## src/rtl/isqrt_rr_arbiter.sv

```systemverilog
// Round-robin front end that shares one in-order pipelined isqrt among N_REQ
// requesters; a tag FIFO remembers who issued each op so results route back.
module isqrt_rr_arbiter #(
  parameter int N_REQ        = 4,
  parameter int MAX_INFLIGHT = 8
) (
  input  logic                              clk,
  input  logic                              rst,
  input  logic [N_REQ-1:0]                  req_vld,
  input  logic [N_REQ*32-1:0]               req_arg,
  output logic [N_REQ-1:0]                  req_gnt,
  output logic [N_REQ-1:0]                  rsp_vld,
  output logic [15:0]                       rsp_res,
  output logic                              isqrt_x_vld,
  output logic [31:0]                       isqrt_x,
  input  logic                              isqrt_y_vld,
  input  logic [15:0]                       isqrt_y,
  output logic [$clog2(MAX_INFLIGHT+1)-1:0] inflight,
  output logic                              err
);

  localparam int IW = (N_REQ > 1) ? $clog2(N_REQ) : 1;
  localparam int PW = (MAX_INFLIGHT > 1) ? $clog2(MAX_INFLIGHT) : 1;
  localparam int CW = $clog2(MAX_INFLIGHT+1);

  // Handshake: requester i raises req_vld[i] with req_arg stable and keeps both
  // until the cycle req_gnt[i] is high; that cycle's edge consumes the argument.
  // The isqrt side has no back-pressure: isqrt_x_vld is a one-cycle push and
  // isqrt_y_vld a one-cycle in-order return.

  logic [IW-1:0] last_winner;
  logic [IW-1:0] win_idx;
  logic          gnt_en;
  logic          gnt_any;
  logic          pop;
  logic [IW-1:0] tag_mem [MAX_INFLIGHT];
  logic [PW-1:0] wr_ptr;
  logic [PW-1:0] rd_ptr;

  // Scan from farthest to nearest so the nearest requester after last_winner
  // is the final assignment and therefore the winner.
  always_comb begin
    int cand;
    cand    = 0;
    gnt_en  = (inflight < CW'(MAX_INFLIGHT));
    gnt_any = 1'b0;
    win_idx = last_winner;
    req_gnt = '0;
    for (int off = N_REQ; off >= 1; off--) begin
      cand = (int'(last_winner) + off) % N_REQ;
      if (req_vld[IW'(cand)]) begin
        gnt_any = gnt_en;
        win_idx = IW'(cand);
      end
    end
    if (gnt_any) req_gnt[win_idx] = 1'b1;
  end

  // A return with nothing outstanding is spurious and must not disturb the FIFO.
  assign pop = isqrt_y_vld && (inflight != '0);

  always_ff @(posedge clk) begin
    if (gnt_any) tag_mem[wr_ptr] <= win_idx;
  end

  always_ff @(posedge clk) begin
    if (rst) begin
      last_winner <= IW'(N_REQ - 1);
      wr_ptr      <= '0;
      rd_ptr      <= '0;
      isqrt_x_vld <= 1'b0;
      isqrt_x     <= '0;
      rsp_vld     <= '0;
      rsp_res     <= '0;
      inflight    <= '0;
      err         <= 1'b0;
    end else begin
      isqrt_x_vld <= gnt_any;
      if (gnt_any) begin
        isqrt_x     <= req_arg[win_idx*32 +: 32];
        wr_ptr      <= wr_ptr + PW'(1);
        last_winner <= win_idx;
      end

      rsp_vld <= '0;
      if (pop) begin
        rsp_vld[tag_mem[rd_ptr]] <= 1'b1;
        rsp_res                  <= isqrt_y;
        rd_ptr                   <= rd_ptr + PW'(1);
      end

      if (isqrt_y_vld && (inflight == '0)) err <= 1'b1;

      case ({gnt_any, pop})
        2'b10:   inflight <= inflight + CW'(1);
        2'b01:   inflight <= inflight - CW'(1);
        default: inflight <= inflight;
      endcase
    end
  end

endmodule

```

## config.mk

```make
export PLATFORM = sky130hd
export DESIGN_NAME = isqrt_rr_arbiter
export DESIGN_NICKNAME = d
export VERILOG_FILES = /design/src/rtl/isqrt_rr_arbiter.sv
export SDC_FILE = /design/constraint.sdc
export NUM_CORES = 1
export LEC_CHECK = 0
export ABC_AREA = 0
export BUFFER_PORTS_ARGS = -buffer_cell sky130_fd_sc_hd__buf_2
export CORE_MARGIN = 3
export CORE_UTILIZATION = 50
export CTS_CLUSTER_SIZE = 40
export DETAILED_ROUTE_END_ITERATION = 16
export MAX_ROUTING_LAYER = met4
export PLACE_DENSITY = 0.94
export SLEW_MARGIN = 10
export SYNTH_ARGS = -nofsm -noshare
export SYNTH_HDL_FRONTEND = slang
export SYNTH_SLANG_ARGS = --single-unit
export TNS_END_PERCENT = 10
```

## constraint.sdc

```tcl
create_clock -name clk -period 5.2 [get_ports clk]
set_clock_uncertainty 0.2 [all_clocks]
set_input_delay 1.04 -clock clk [delete_from_list [all_inputs] [get_ports clk]]
set_output_delay 1.04 -clock clk [all_outputs]
set_load 0.01 [all_outputs]
```

==> metrics.csv, run 1 <==
metric;value;unit
hold violation total from the final report;0;
wire length reported by the detailed router;11.93;mm
met1 usage in global routing;27.77;%
most instantiated flip-flop cell in the synthesis netlist;dfxtp_1;
Max IR drop VDD;0.1624;mV
maximum cell stage delay along the critical path;0.60;ns
placed standard-cell area;5334;µm²
total via count in the routed design;4088;
area of the mapped netlist;4298;µm²
final non-filler cell area;5523;µm²
most numerous cell on the critical path;buf_2;
worst slew slack as a fraction of its limit;37.04;%
clock slew seen by the registers of the worst setup and hold paths;0.10;ns
part of the Yosys area used for sequential elements;43.32;%
synthesized flop and latch total;85;
library cells used by synthesis;43;
share of cells above drive strength 1;41.28;%
internal power component;1272;µW
outcome;finished clean;
Pins Over Slew Limit;0;
critical path type;in2out;
Vias/cell;5.600;
async set or reset register ratio after synthesis;0;%
Data arrival, critical path;3.09;ns
number of port buffers;212;
commonest cells after routing, fill and taps aside;buf_2 (212), dfxtp_1 (69), nand2_1 (45), mux2i_1 (37);
initial core utilization;51.79;%
Critical Path Source;req_vld[1];
Max Fanout on Critical Path;16;
total power;1954;µW
number of enable-type register cells in the synthesized netlist;16;
final critical-path required period;4.327;ns
DP Cell Count;714;
most common cell after layout, fill and taps aside;buf_2;
Critical Path End Type;primary output;
ratio of final minimum period to clock period;83.21;%
routed len/inst;16.35;µm
full die area;9745;µm²
number of iterations in the first detailed-routing pass;4;
Most Used Layer, Global Route;met2;
fraction of power consumed by combinational cells;33.0;%
number of global-route vias before repair;4165;
total grt overflow;0;
critical path data required time;3.96;ns
Std-Cell Rows;33;
DP HPWL;8.971;mm
global-route track usage on met3;4.034;%
x dimension of the die;98.72;µm
worst-case setup margin in the final layout;0.8730;ns
antenna diode count;0;
DRC violation total after the first TritonRoute iteration;157;
global-route usage over all layers;24.41;%
Layout Nets;776;
unrepaired setup endpoints after global routing;no;
worst reg2reg path endpoint;isqrt_x[8];
number of max-cap violations;0;
r2r worst-path depth;6;
H-tree depth;3;
Top Ports;213;
Clock Root Buffer;clkbuf_8;
measured slew at the worst slew-check pin;0.9387;ns
Min-Delay Path Class;reg2reg;
hold depth;2;
leakage power figure;0.002651;µW
total clock sinks;85;
met2 track demand over resource in global routing;42.75;%
Synth warnings;0;
synthesis-to-finish area growth;28.50;%
setup slack at placement;0.8996;ns
total negative setup slack;0;ns
count of hold buffers inserted by post-cts repair;0;
number of buffers added for setup after CTS;0;
proportion of power drawn by the clock network;23.4;%
area of the core;8299;µm²
largest net degree at the start of global routing;66;
clock insertion delay at the later pin of the skew report;0.35;ns
Crit-path slowest cell;nor3_4;
fmax;231.1;MHz
Pwr Density;353.8;nW/µm²
portion of total power attributed to sequential cells;43.6;%
post-detailed-route count of antenna-violating nets;0;
worst hold endpoint;rsp_res[13];
maximum count of clock buffers along a single path;2;
Die Span Y;98.72;µm
global-route wire length before repair;18.89;mm
CTS Buf Count;9;
Hold Startpoint;rsp_res[13];
non-filler cells, final;730;
number of remaining DRC errors;0;
element type at the critical path start;input port;
routability-driven placement congestion ratio;0.9520;
# setup viols final;0;
Post-Syn Instances;427;
clock tree from TritonCTS;built;
Resized cells post-CTS;0;
critical path, cell by cell;buf_2, nor2b_1, o21ba_1, nor3_4, inv_1, nor3_1, buf_2;
antenna violations before repair;0;
net switching fraction of the power;34.89;%
net switching power of the design;681.8;µW
Avg Cell Area, Syn;10.07;µm²
startpoint of the lowest-slack register-to-register path;last_winner[0];
net count after synthesis;583;
register-to-register setup slack;2.02;ns
==> cell families after synthesis <==
logic type / Yosys count / synth area share, %
buffers and inverters: 38 / 4.891
adders and majority gates: 5 / 1.456
and+or+nand+nor: 125 / 15.08
xor gates and xnor gates: 8 / 1.630
AOI/OAI and AO/OA: 110 / 18.98
DFF: 85 / 43.32
muxes: 56 / 14.64
==> cells in the mapped netlist, types with 15 or more instances <==
master	number	area share [%]
mux2i_1	37	8.6
o211ai_1	15	2.6
edfxtp_1	16	11
nand2_1	45	3.9
nand2b_1	18	2.6
o31ai_1	16	2.8
a21oi_1	22	2.6
a31oi_1	15	2.2
o221ai_1	17	3.5
nand3b_1	17	3.0
dfxtp_1	69	32
nor2_1	22	1.9
mux2_2	15	3.9
clkbuf_1	22	1.9
o211a_1	15	3.5
==> cell type report <==
cell class | count | area [µm²]
clock buffers | 10 | 137.6
well taps | 105 | 131.4
clock inverters | 6 | 51.30
inverters | 3 | 11.26
multi-input cells | 304 | 2231
fillers | 683 | 2776
flip-flops and latches | 85 | 1862
repair buffers | 217 | 1099
==> how the worst max path moves through the flow <==
| stage | to | slack (ns) | depth (start not counted) |
|---|---|---|---|
| global placement | req_gnt[0] | 0.97 | 7 |
| global route | req_gnt[0] | 0.74 | 7 |
| floorplan | req_gnt[2] | 1.35 | 5 |
| finish | req_gnt[0] | 0.87 | 7 |
| detailed placement | req_gnt[0] | 0.90 | 7 |
| CTS | req_gnt[0] | 0.90 | 7 |
==> stage by stage <==
stage / utilization [%] / hold WS [ns]
after floorplan: - / 0.2541
after global placement: 64.27 / 0.2382
after detailed placement: 64.27 / 0.2458
after CTS: 66.55 / 0.2595
after global routing: 66.55 / 0.2782
final: 66.55 / 0.2552
==> registers in the layout, summed over array words and instances (netlist names), 2 cells and up, named ones only <==
signal and cells:
inflight 4, isqrt_x 32, last_winner 2, rd_ptr 3, rsp_res 16, rsp_vld 4
tag_mem 16, wr_ptr 3
==> power by group through the flow <==
stage                     sequential [µW]  combinational (µW)  clock, µW
final                                 853                 644        457
after detailed placement              867                 646          0
after floorplan                       893                 408          0
after CTS                             853                 649        468
after global placement                860                 620          0
after global routing                  866                 710        491
==> routing by layer <==
| metal | wire, µm | vias up |
|---|---|---|
| li1 | - | 1985 |
| met1 | 4763 | 1907 |
| met2 | 6256 | 172 |
| met3 | 678 | 24 |
| met4 | 235 | 0 |
| met5 | 0 | - |
==> critical path: cells and delay by family <==
kind / cells / cell delay [ns]
simple gates: 3 / 1.06
buf+inv: 3 / 0.58
compound gates: 1 / 0.40
(Power assumes the default switching activity.)
==> run 2, diff against run 1 <==
--- a/config.mk
+++ b/config.mk
@@ -5,14 +5,14 @@
 export SDC_FILE = /design/constraint.sdc
 export NUM_CORES = 1
 export LEC_CHECK = 0
-export ABC_AREA = 0
+export ABC_AREA = 1
 export BUFFER_PORTS_ARGS = -buffer_cell sky130_fd_sc_hd__buf_2
 export CORE_MARGIN = 3
-export CORE_UTILIZATION = 50
+export CORE_UTILIZATION = 48
 export CTS_CLUSTER_SIZE = 40
 export DETAILED_ROUTE_END_ITERATION = 16
 export MAX_ROUTING_LAYER = met4
-export PLACE_DENSITY = 0.94
+export PLACE_DENSITY = 0.89
 export SLEW_MARGIN = 10
 export SYNTH_ARGS = -nofsm -noshare
 export SYNTH_HDL_FRONTEND = slang
==> constraint.sdc (replaced) <==
create_clock -name clk -period 4 [get_ports clk]
set_clock_uncertainty 0.2 [all_clocks]
set_input_delay 0.8 -clock clk [delete_from_list [all_inputs] [get_ports clk]]
set_output_delay 0.8 -clock clk [all_outputs]
set_load 0.01 [all_outputs]
==> run 2 against run 1 <==
Cell count is 47% higher. Area after synthesis up 12%. Critical path depth is 4 higher. Count of clock-buffer cells in the layout rose by 1. Worst hold slack got worse by 0.0031 ns. Power increased to 2.5 times the previous value. Sequential power is 61% higher. Setup slack worse by 0.64 ns. First-iteration DRC count rose by 110%. Global-route usage grew 0.66 points. Sequential share of layout area fell by 3.1 points. Non-clock buffer count grew 2. Critical endpoint is now req_gnt[1].
==> metrics.csv, run 2 <==
metric;value;unit
async set or reset register ratio after synthesis;0;%
hold violation total from the final report;0;
wire length reported by the detailed router;14.02;mm
global-route wire length before repair;22.62;mm
DP HPWL;10.49;mm
synthesis-to-finish area growth;26.64;%
part of the Yosys area used for sequential elements;38.71;%
registers with the most flip-flops;isqrt_x: 32 flops, rsp_res: 16 flops, tag_mem: 16 flops;
Max Fanout on Critical Path;16;
measured slew at the worst slew-check pin;0.6395;ns
total grt overflow;0;
DRC violation total after the first TritonRoute iteration;326;
non-filler cells, final;1073;
Min-Delay Path Class;reg2reg;
Pins Over Slew Limit;0;
library cell with the highest instance count after synthesis;nand2_1;
outcome;finished clean;
most instantiated flip-flop cell in the synthesis netlist;dfxtp_1;
maximum count of clock buffers along a single path;2;
critical path data required time;3.00;ns
max reg flops;32;
Resized cells post-CTS;0;
Critical Path End Type;primary output;
number of enable-type register cells in the synthesized netlist;16;
number of remaining DRC errors;0;
final non-filler cell area;6091;µm²
area of the mapped netlist;4810;µm²
clock slew seen by the registers of the worst setup and hold paths;0.09;ns
FF+latch area;1862;µm²
total via count in the routed design;5369;
critical path type;reg2out;
commonest cells after routing, fill and taps aside;buf_2 (212), nand2_1 (153), nor2_1 (141), nand3_1 (124), inv_1 (109);
Vias/cell;5.004;
Yosys top cell by area;dfxtp_1;
total negative setup slack;0;ns
Post-Syn Instances;747;
unrepaired setup endpoints after global routing;no;
full die area;11260;µm²
top cell type's share of synthesized area;28.72;%
number of max-cap violations;0;
global-route usage over all layers;25.07;%
Pwr Density;815.9;nW/µm²
cell types occupying the most area after synthesis;dfxtp_1 (29%), nand3_1 (13%), nand2_1 (12%);
most common cell after layout, fill and taps aside;buf_2;
element type at the critical path start;flop;
count of hold buffers inserted by post-cts repair;0;
post-detailed-route count of antenna-violating nets;0;
Data arrival, critical path;2.77;ns
Top Ports;213;
area of the core;9503;µm²
register with the highest flop count;isqrt_x;
library cells used by synthesis;28;
routed len/inst;13.06;µm
largest net degree at the start of global routing;54;
antenna violations before repair;0;
Synth warnings;0;
# setup viols final;0;
Die Span Y;106.1;µm
clock tree from TritonCTS;built;
number of iterations in the first detailed-routing pass;5;
Clock Root Buffer;clkbuf_8;
H-tree depth;3;
DP Cell Count;1057;
routability-driven placement congestion ratio;0.8738;
Avg Cell Area, Syn;6.439;µm²
total clock sinks;85;
Std-Cell Rows;35;
net count after synthesis;903;
x dimension of the die;106.1;µm
initial core utilization;50.61;%
Layout Nets;1095;
share of cells above drive strength 1;26.48;%
combined area of the multi-input logic cells;2290;µm²
layout filler cell count;866;
synthesized flop and latch total;85;
antenna diode count;0;
most used standard cells in the synthesized netlist;nand2_1 (153), nor2_1 (141), nand3_1 (124);
CTS Buf Count;9;
fin util;64.09;%
clock insertion delay at the later pin of the skew report;0.35;ns
ratio of final minimum period to clock period;94.14;%
leakage power figure;0.003558;µW
fmax;265.6;MHz
number of buffers added for setup after CTS;0;
number of global-route vias before repair;5000;
worst slew slack as a fraction of its limit;57.31;%
number of port buffers;212;
final critical-path required period;3.766;ns
placed standard-cell area;5858;µm²
Max IR drop VDD;0.3540;mV
==> run 2: cell count changes in the layout (fill, tap and decap cells not counted), moves of 17 or more <==
cell      delta
o21ai_0     +33
o221ai_1    -17
inv_1      +106
nor2_1     +119
nand3_1    +124
nand3b_1    -17
mux2i_1     -37
nand2b_1    -18
nand2_1    +108
==> run 2: final cells by class <==
type,count,share of cell area [%]
inverters,115,7.087
flip-flops and latches,85,30.57
clock buffers,11,2.671
clock inverters,5,1.150
multi-input cells,509,37.59
repair buffers,219,18.28
well taps,129,2.650
==> run 2: metal layers <==
layer  up-vias  share of wire, %  track usage, %
met4         0               2.6           9.066
met5         -                 0               -
met2       235                50           42.62
met1      2384                39           29.45
li1       2716                 -               -
met3        34               7.7           5.039
==> run 2: power breakdown <==
group / switching, µW / total, µW / leakage, µW / internal [µW]
clock: 335 / 692 / 0.000120 / 357
sequential: 161 / 1370 / 0.000718 / 1210
combinational: 1940 / 2900 / 0.00272 / 966
==> run 2: worst max-delay path: stages, from the launching register on <==
cell and delay (ns):
dfxtp_1 0.63, inv_2 0.17, nand2_1 0.09, nand2_1 0.08, nand2_1 0.09, nand2_1 0.07
inv_2 0.09, nand3_1 0.10, nand2_1 0.42, inv_2 0.28, nor3_1 0.23, buf_2 0.18
==> run 2: cell families (layout without fill, tap and decap cells) <==
logic type                 Yosys count  after routing  synth area share (%)
buffers and inverters              153            350                 13.68
adders and majority gates            5              5                 1.301
DFF                                 85             85                 38.71
and+or+nand+nor                    430            430                 38.14
xor gates and xnor gates             4              4                0.7285
AOI/OAI and AO/OA                   70             70                 7.440
==> run 2: path summary, 6_finish.rpt <==
kind / start / endpoint / slack [ns] / cells past startpoint
setup / recovery: last_winner[0] / req_gnt[1] / 0.23 / 11
hold reg to reg: err / err / 0.25 / 2
setup reg to reg: last_winner[0] / isqrt_x[30] / 0.79 / 14
hold / removal: err / err / 0.25 / 2
==> run 2: through the flow <==
step / total power, µW / setup slack [ns] / hold slack (ns)
after floorplan: 3604 / 1.076 / 0.2334
after global placement: 4207 / 0.5667 / 0.2413
after detailed placement: 4269 / 0.4912 / 0.2431
after CTS: 4965 / 0.2777 / 0.2574
after global routing: 5434 / 0.06425 / 0.3002
final: 4969 / 0.2342 / 0.2521
